==> config.mk <==
export PLATFORM = sky130hd
export DESIGN_NAME = counter_timer_capture_wb
export DESIGN_NICKNAME = d
export VERILOG_FILES = /design/src/rtl/counter_timer_capture_wb.sv
export SDC_FILE = /design/constraint.sdc
export NUM_CORES = 1
export LEC_CHECK = 0
export ABC_CLOCK_PERIOD_IN_PS = 7700
export CAP_MARGIN = 20
export CORE_MARGIN = 5
export CORE_UTILIZATION = 38
export CTS_CLUSTER_SIZE = 20
export DETAILED_ROUTE_END_ITERATION = 10
export MAX_ROUTING_LAYER = met4
export PLACE_DENSITY = 0.6
export SYNTH_ARGS = -nofsm -noshare
export SYNTH_HDL_FRONTEND = slang
export SYNTH_SLANG_ARGS = --single-unit
==> constraint.sdc <==
create_clock -name wb_clk_i -period 7.7 [get_ports wb_clk_i]
set_input_delay 1.54 -clock wb_clk_i [delete_from_list [all_inputs] [get_ports wb_clk_i]]
set_output_delay 1.54 -clock wb_clk_i [all_outputs]
set_load 0.05 [all_outputs]
==> src/rtl/counter_timer_capture_wb.sv <==
// Input-capture unit: snapshots {count_hi, count_lo} into a FIFO on selected event_in edges (and optionally stop_in rise).
// Latency: event_in to push is 3 clocks (2-flop sync plus edge register); stop_in to push is 1 clock; irq follows state by 1 clock.
// Backpressure: none on capture; a push into a full FIFO is dropped and sets sticky overflow. Build with CAPTURE_STOP_EN for stop_in capture.
module counter_timer_capture_wb #(
  parameter logic [31:0] BASE_ADR = 32'h2400_0100,
  parameter int          DEPTH    = 4
) (
  input  logic        wb_clk_i,
  input  logic        wb_rst_i,
  input  logic [31:0] wb_adr_i,
  input  logic [31:0] wb_dat_i,
  input  logic [3:0]  wb_sel_i,
  input  logic        wb_we_i,
  input  logic        wb_cyc_i,
  input  logic        wb_stb_i,
  output logic        wb_ack_o,
  output logic [31:0] wb_dat_o,
  input  logic [31:0] count_lo,
  input  logic [31:0] count_hi,
  input  logic        stop_in,
  input  logic        event_in,
  output logic        irq
);

  localparam int AW = $clog2(DEPTH);
  localparam int CW = $clog2(DEPTH + 1);
  localparam logic [31:0] ADR_CFG = BASE_ADR | 32'h0000_0000;
  localparam logic [31:0] ADR_STS = BASE_ADR | 32'h0000_0004;
  localparam logic [31:0] ADR_LO  = BASE_ADR | 32'h0000_0008;
  localparam logic [31:0] ADR_HI  = BASE_ADR | 32'h0000_000C;

  logic          r_enable, r_irq_ena, r_ovf;
  logic [1:0]    r_edge;
  logic          r_s1, r_s2, r_s3;
  logic [AW-1:0] r_wptr, r_rptr;
  logic [CW-1:0] r_count;
  logic [31:0]   r_mem_lo [DEPTH];
  logic [31:0]   r_mem_hi [DEPTH];

  logic w_valid, w_sel_cfg, w_sel_sts, w_sel_lo, w_sel_hi;
  logic w_wr, w_cfg_wr, w_flush, w_ovf_clr;
  logic w_empty, w_full, w_pop, w_rise, w_fall;
  logic w_stop_cap, w_stop_src, w_push, w_push_ok, w_drop;

  assign w_valid   = wb_stb_i & wb_cyc_i;
  assign w_sel_cfg = w_valid & (wb_adr_i == ADR_CFG);
  assign w_sel_sts = w_valid & (wb_adr_i == ADR_STS);
  assign w_sel_lo  = w_valid & (wb_adr_i == ADR_LO);
  assign w_sel_hi  = w_valid & (wb_adr_i == ADR_HI);
  assign wb_ack_o  = w_sel_cfg | w_sel_sts | w_sel_lo | w_sel_hi;

  // All register writes act on byte lane 0 only
  assign w_wr      = wb_we_i & wb_sel_i[0];
  assign w_cfg_wr  = w_wr & w_sel_cfg;
  assign w_flush   = w_cfg_wr & wb_dat_i[4];
  assign w_ovf_clr = w_wr & w_sel_sts & wb_dat_i[2];

  assign w_empty = (r_count == '0);
  assign w_full  = (r_count == CW'(DEPTH));
  // Only a CAPHI read pops, and never from an empty FIFO
  assign w_pop   = w_sel_hi & ~wb_we_i & ~w_empty;
  assign w_rise  = r_s2 & ~r_s3;
  assign w_fall  = ~r_s2 & r_s3;

`ifdef CAPTURE_STOP_EN
  logic r_stop_src, r_stop_d;
  logic w_unused;
  assign w_stop_src = r_stop_src;
  assign w_stop_cap = r_stop_src & stop_in & ~r_stop_d;
  assign w_unused   = &{1'b0, wb_dat_i[31:6], wb_sel_i[3:1]};

  // stop_src config bit and one-register rise detector on stop_in
  always_ff @(posedge wb_clk_i) begin
    if (wb_rst_i) begin
      r_stop_src <= 1'b0;
      r_stop_d   <= 1'b0;
    end else begin
      r_stop_d <= stop_in;
      if (w_cfg_wr) r_stop_src <= wb_dat_i[5];
    end
  end
`else
  logic w_unused;
  assign w_stop_src = 1'b0;
  assign w_stop_cap = 1'b0;
  assign w_unused   = &{1'b0, wb_dat_i[31:5], wb_sel_i[3:1], stop_in};
`endif

  assign w_push    = r_enable & ((r_edge[0] & w_rise) | (r_edge[1] & w_fall) | w_stop_cap);
  // A coincident pop frees the slot, so a full FIFO still accepts the push
  assign w_push_ok = w_push & (~w_full | w_pop);
  assign w_drop    = w_push & w_full & ~w_pop;

  // Configuration register; flush is a pulse and is not stored
  always_ff @(posedge wb_clk_i) begin
    if (wb_rst_i) begin
      r_enable  <= 1'b0;
      r_edge    <= 2'b00;
      r_irq_ena <= 1'b0;
    end else if (w_cfg_wr) begin
      r_enable  <= wb_dat_i[0];
      r_edge    <= wb_dat_i[2:1];
      r_irq_ena <= wb_dat_i[3];
    end
  end

  // Event pin synchronizer plus edge-history flop
  always_ff @(posedge wb_clk_i) begin
    if (wb_rst_i) begin
      r_s1 <= 1'b0;
      r_s2 <= 1'b0;
      r_s3 <= 1'b0;
    end else begin
      r_s1 <= event_in;
      r_s2 <= r_s1;
      r_s3 <= r_s2;
    end
  end

  // FIFO pointers, occupancy and sticky overflow; flush wins over push/pop
  always_ff @(posedge wb_clk_i) begin
    if (wb_rst_i || w_flush) begin
      r_wptr  <= '0;
      r_rptr  <= '0;
      r_count <= '0;
      r_ovf   <= 1'b0;
    end else begin
      if (w_push_ok) r_wptr <= r_wptr + AW'(1);
      if (w_pop)     r_rptr <= r_rptr + AW'(1);
      case ({w_push_ok, w_pop})
        2'b10:   r_count <= r_count + CW'(1);
        2'b01:   r_count <= r_count - CW'(1);
        default: r_count <= r_count;
      endcase
      if (w_drop)         r_ovf <= 1'b1;
      else if (w_ovf_clr) r_ovf <= 1'b0;
    end
  end

  // Timestamp storage; contents need no reset since pointers guard reads
  always_ff @(posedge wb_clk_i) begin
    if (w_push_ok && !w_flush && !wb_rst_i) begin
      r_mem_lo[r_wptr] <= count_lo;
      r_mem_hi[r_wptr] <= count_hi;
    end
  end

  // Interrupt registered from the current-state flags
  always_ff @(posedge wb_clk_i) begin
    if (wb_rst_i) irq <= 1'b0;
    else          irq <= r_irq_ena & (~w_empty | r_ovf);
  end

  // Read data mux; unmapped addresses and empty-FIFO head reads return 0
  always_comb begin
    wb_dat_o = 32'd0;
    if (w_sel_cfg)
      wb_dat_o = {26'd0, w_stop_src, 1'b0, r_irq_ena, r_edge, r_enable};
    else if (w_sel_sts)
      wb_dat_o = {24'd0, 4'(r_count), 1'b0, r_ovf, w_full, w_empty};
    else if (w_sel_lo && !w_empty)
      wb_dat_o = r_mem_lo[r_rptr];
    else if (w_sel_hi && !w_empty)
      wb_dat_o = r_mem_hi[r_rptr];
  end

endmodule
==> impl_metrics.tcl <==
set metrics [dict create \
    grt_usage_pct 13.8 \
    ys_ff_latch 274 \
    fin_util_pct 48.1 \
    worstPathArrival_ps 4520 \
    grt_pass1_vias 5904 \
    seq_area_frac_synth_pct 74.9 \
    p_int_mw 2.40 \
    gr-total-overflow 0 \
    worst_pin_slew_ps 1030 \
    clk-insertion-delay-late_ps 540 \
    grt_pass1_wl_microns 32900 \
    synth_ff_type "edfxtp_1" \
    dieArea_sq_um 31700 \
    clkPwrFrac_pct 42.2 \
    io_pins 173 \
    antenna_found_initial 1 \
    dp.cells 1023 \
    dp_slack_ps 1630 \
    synth_area_leaders "edfxtp_1 (72%), mux4_2 (13%), dfxtp_1 (3.4%)" \
    num_rows 61 \
    synth_top_area_share_pct 71.6 \
    period_needed_ps 6060 \
    yosysMostFrequentCell "edfxtp_1" \
    synth_edf_count 256 \
    routed_wl_microns 21300 \
    vias 5368 \
    grt_max_degree 65 \
    rsz0062_at_grt "no" \
    required_ps 6160 \
    hp-class "reg2reg" \
    chipWidth_microns 178 \
    end_kind "output port" \
    yosysTopAreaCell "edfxtp_1" \
    cts_tree "built" \
    core-area_sq_um 27900 \
    drt-pass1-iter-count 5 \
    nNetsFinal 819 \
    clock.fmax_ghz 0.165 \
    drt_iter0_markers 299 \
    hold_violations 0 \
    finalNonFillerCells 1074 \
    syn_inst 526 \
    cts_made_buffers 28 \
    initial_utilization_pct 38.5 \
    worst_r2r_endpoint "r_mem_hi[1][6]" \
    cts_max_path_buffers 3 \
    r2r_cells 6 \
    crit_path_max_fanout 27 \
    cts_hold_buf 0 \
    whs_path_depth 1 \
    rr_startpoint "r_count[2]" \
    max_slew_margin_pct 31.1 \
    leakage_nw 4.19 \
    ir_worst_vdd_uv 143 \
    post_cts_buffers 0 \
    avgSynthCellArea_sq_um 20.4 \
    drc 0 \
    swShare_pct 18.9 \
    wire_per_inst_microns 19.8 \
    cp-start-kind "input port" \
    critPathMaxStageDelay_ps 810 \
    gp_congestion 0.770 \
    cts_resized 0 \
    hpwl_microns 12500 \
    htree_levels 1 \
    yosysWarnings 0 \
    power_switching_uw 560 \
    clk_pin_slew_ps 60 \
    io_buffers 141 \
    power_mw 2.96 \
    fin_crit_sh_pct 78.7 \
    syn_to_final_growth_pct 24.9 \
    crit_path_top_delay_cell "clkdlybuf4s50_1" \
    fin_worst_skew_ps 23.8 \
    crit_type "in2out" \
    startpoint "wb_cyc_i" \
    max_cap_violations 0 \
    setup_tns_ps 0 \
    synthArstFlopShare_pct 0 \
    holdPathEnd "r_s2" \
    synthTopCellsByCount "edfxtp_1 (256), mux4_2 (64), nor2_1 (40), mux2i_1 (34), dfxtp_1 (18)" \
    synth_area_sq_um 10700 \
    die_h_microns 178 \
    pwr-share-comb_pct 2.9 \
    drive_gt1_share_pct 18.1 \
    holdCritStartpoint "r_s1" \
    rrSetupSlack_ps 4610 \
    clock_sinks 274 \
    cts-root-buf "clkbuf_16" \
    crit_chain "clkdlybuf4s50_1 > nor4bb_1 > nand4_1 > nor2_1 > nand3_2 > buf_4 > nor2_1 > o32a_1 > clkdlybuf4s50_1" \
    status "finished, final reports clean" \
    ant_nets 0 \
    seqPwrFrac_pct 54.9 \
    power_density_nw_per_um2 221 \
    viasPerCell 5.00 \
    ys_types 47 \
    syn-num-nets 670 \
    setup_slack_ps 1640 \
    setup_viol_count_final 0 \
    drv_slew 0 \
]
## worst max path at each step
stage                               to  depth (start not counted)  slack, ps
after global placement     wb_dat_o[1]                          9       1680
final                      wb_dat_o[1]                          9       1640
after CTS                  wb_dat_o[1]                          9       1610
after detailed placement   wb_dat_o[1]                          9       1630
after global routing       wb_dat_o[1]                          9       1460
after floorplan           wb_dat_o[10]                          6       2000
## power by group through the flow
stage | registers [mW] | clock network [mW] | logic, mW
6_report | 1.63 | 1.25 | 0.0859
5_1_grt | 1.62 | 1.35 | 0.0922
4_1_cts | 1.63 | 1.29 | 0.0871
3_5_place_dp | 1.66 | 0 | 0.0867
3_3_place_gp | 1.66 | 0 | 0.0830
2_1_floorplan | 1.66 | 0 | 0.0151
## stage by stage
step	area [sq um]	hold slack (ps)
5_1_grt	13400	476
4_1_cts	13400	462
2_1_floorplan	10700	414
3_5_place_dp	12500	422
6_report	13400	463
3_3_place_gp	12500	446
## cells by family after synthesis
family,share of synthesized area [%]
DFF,74.9
muxes,16.6
and+or+nand+nor,4.73
buffers and inverters,1.28
AOI/OAI and AO/OA,1.48
adders and majority gates,0.652
xor gates and xnor gates,0.326
## final cells by class
type | count | area [sq um]
fillers | 2320 | 14400
flip-flops and latches | 274 | 8060
multi-input cells | 221 | 2570
repair buffers | 144 | 1430
clock buffers | 37 | 754
well taps | 378 | 473
clock inverters | 13 | 105
inverters | 6 | 22.5
diodes | 1 | 2.50
## state kept, by name (all words and copies together) (netlist names), 2 cells and up, named ones only
name	count
r_mem_hi	128
r_mem_lo	128
r_count	3
r_edge	2
r_rptr	2
r_wptr	2
## cells in the final DEF, fill, tap and decap left out, types with 6 or more instances in the layout
cell | synthesis | routed
clkbuf_1 | 12 | 7
clkbuf_16 | 0 | 28
clkdlybuf4s50_1 | 0 | 140
dfxtp_1 | 18 | 16
edfxtp_1 | 256 | 256
inv_1 | 6 | 6
mux2i_1 | 34 | 34
mux4_2 | 64 | 64
nand2_1 | 13 | 13
nor2_1 | 40 | 40
## worst max-delay path: cells and delay by family
kind            cells  cell delay [ps]
compound gates      1              180
buf+inv             3             1540
simple gates        5             1250
## per-layer routing
metal	wire length, microns	GRT usage (%)
met1	8830	17.0
met2	10600	23.3
met3	1400	3.33
met4	431	2.93
met5	0	-
Note: power is estimated with default switching activity, not from simulation.
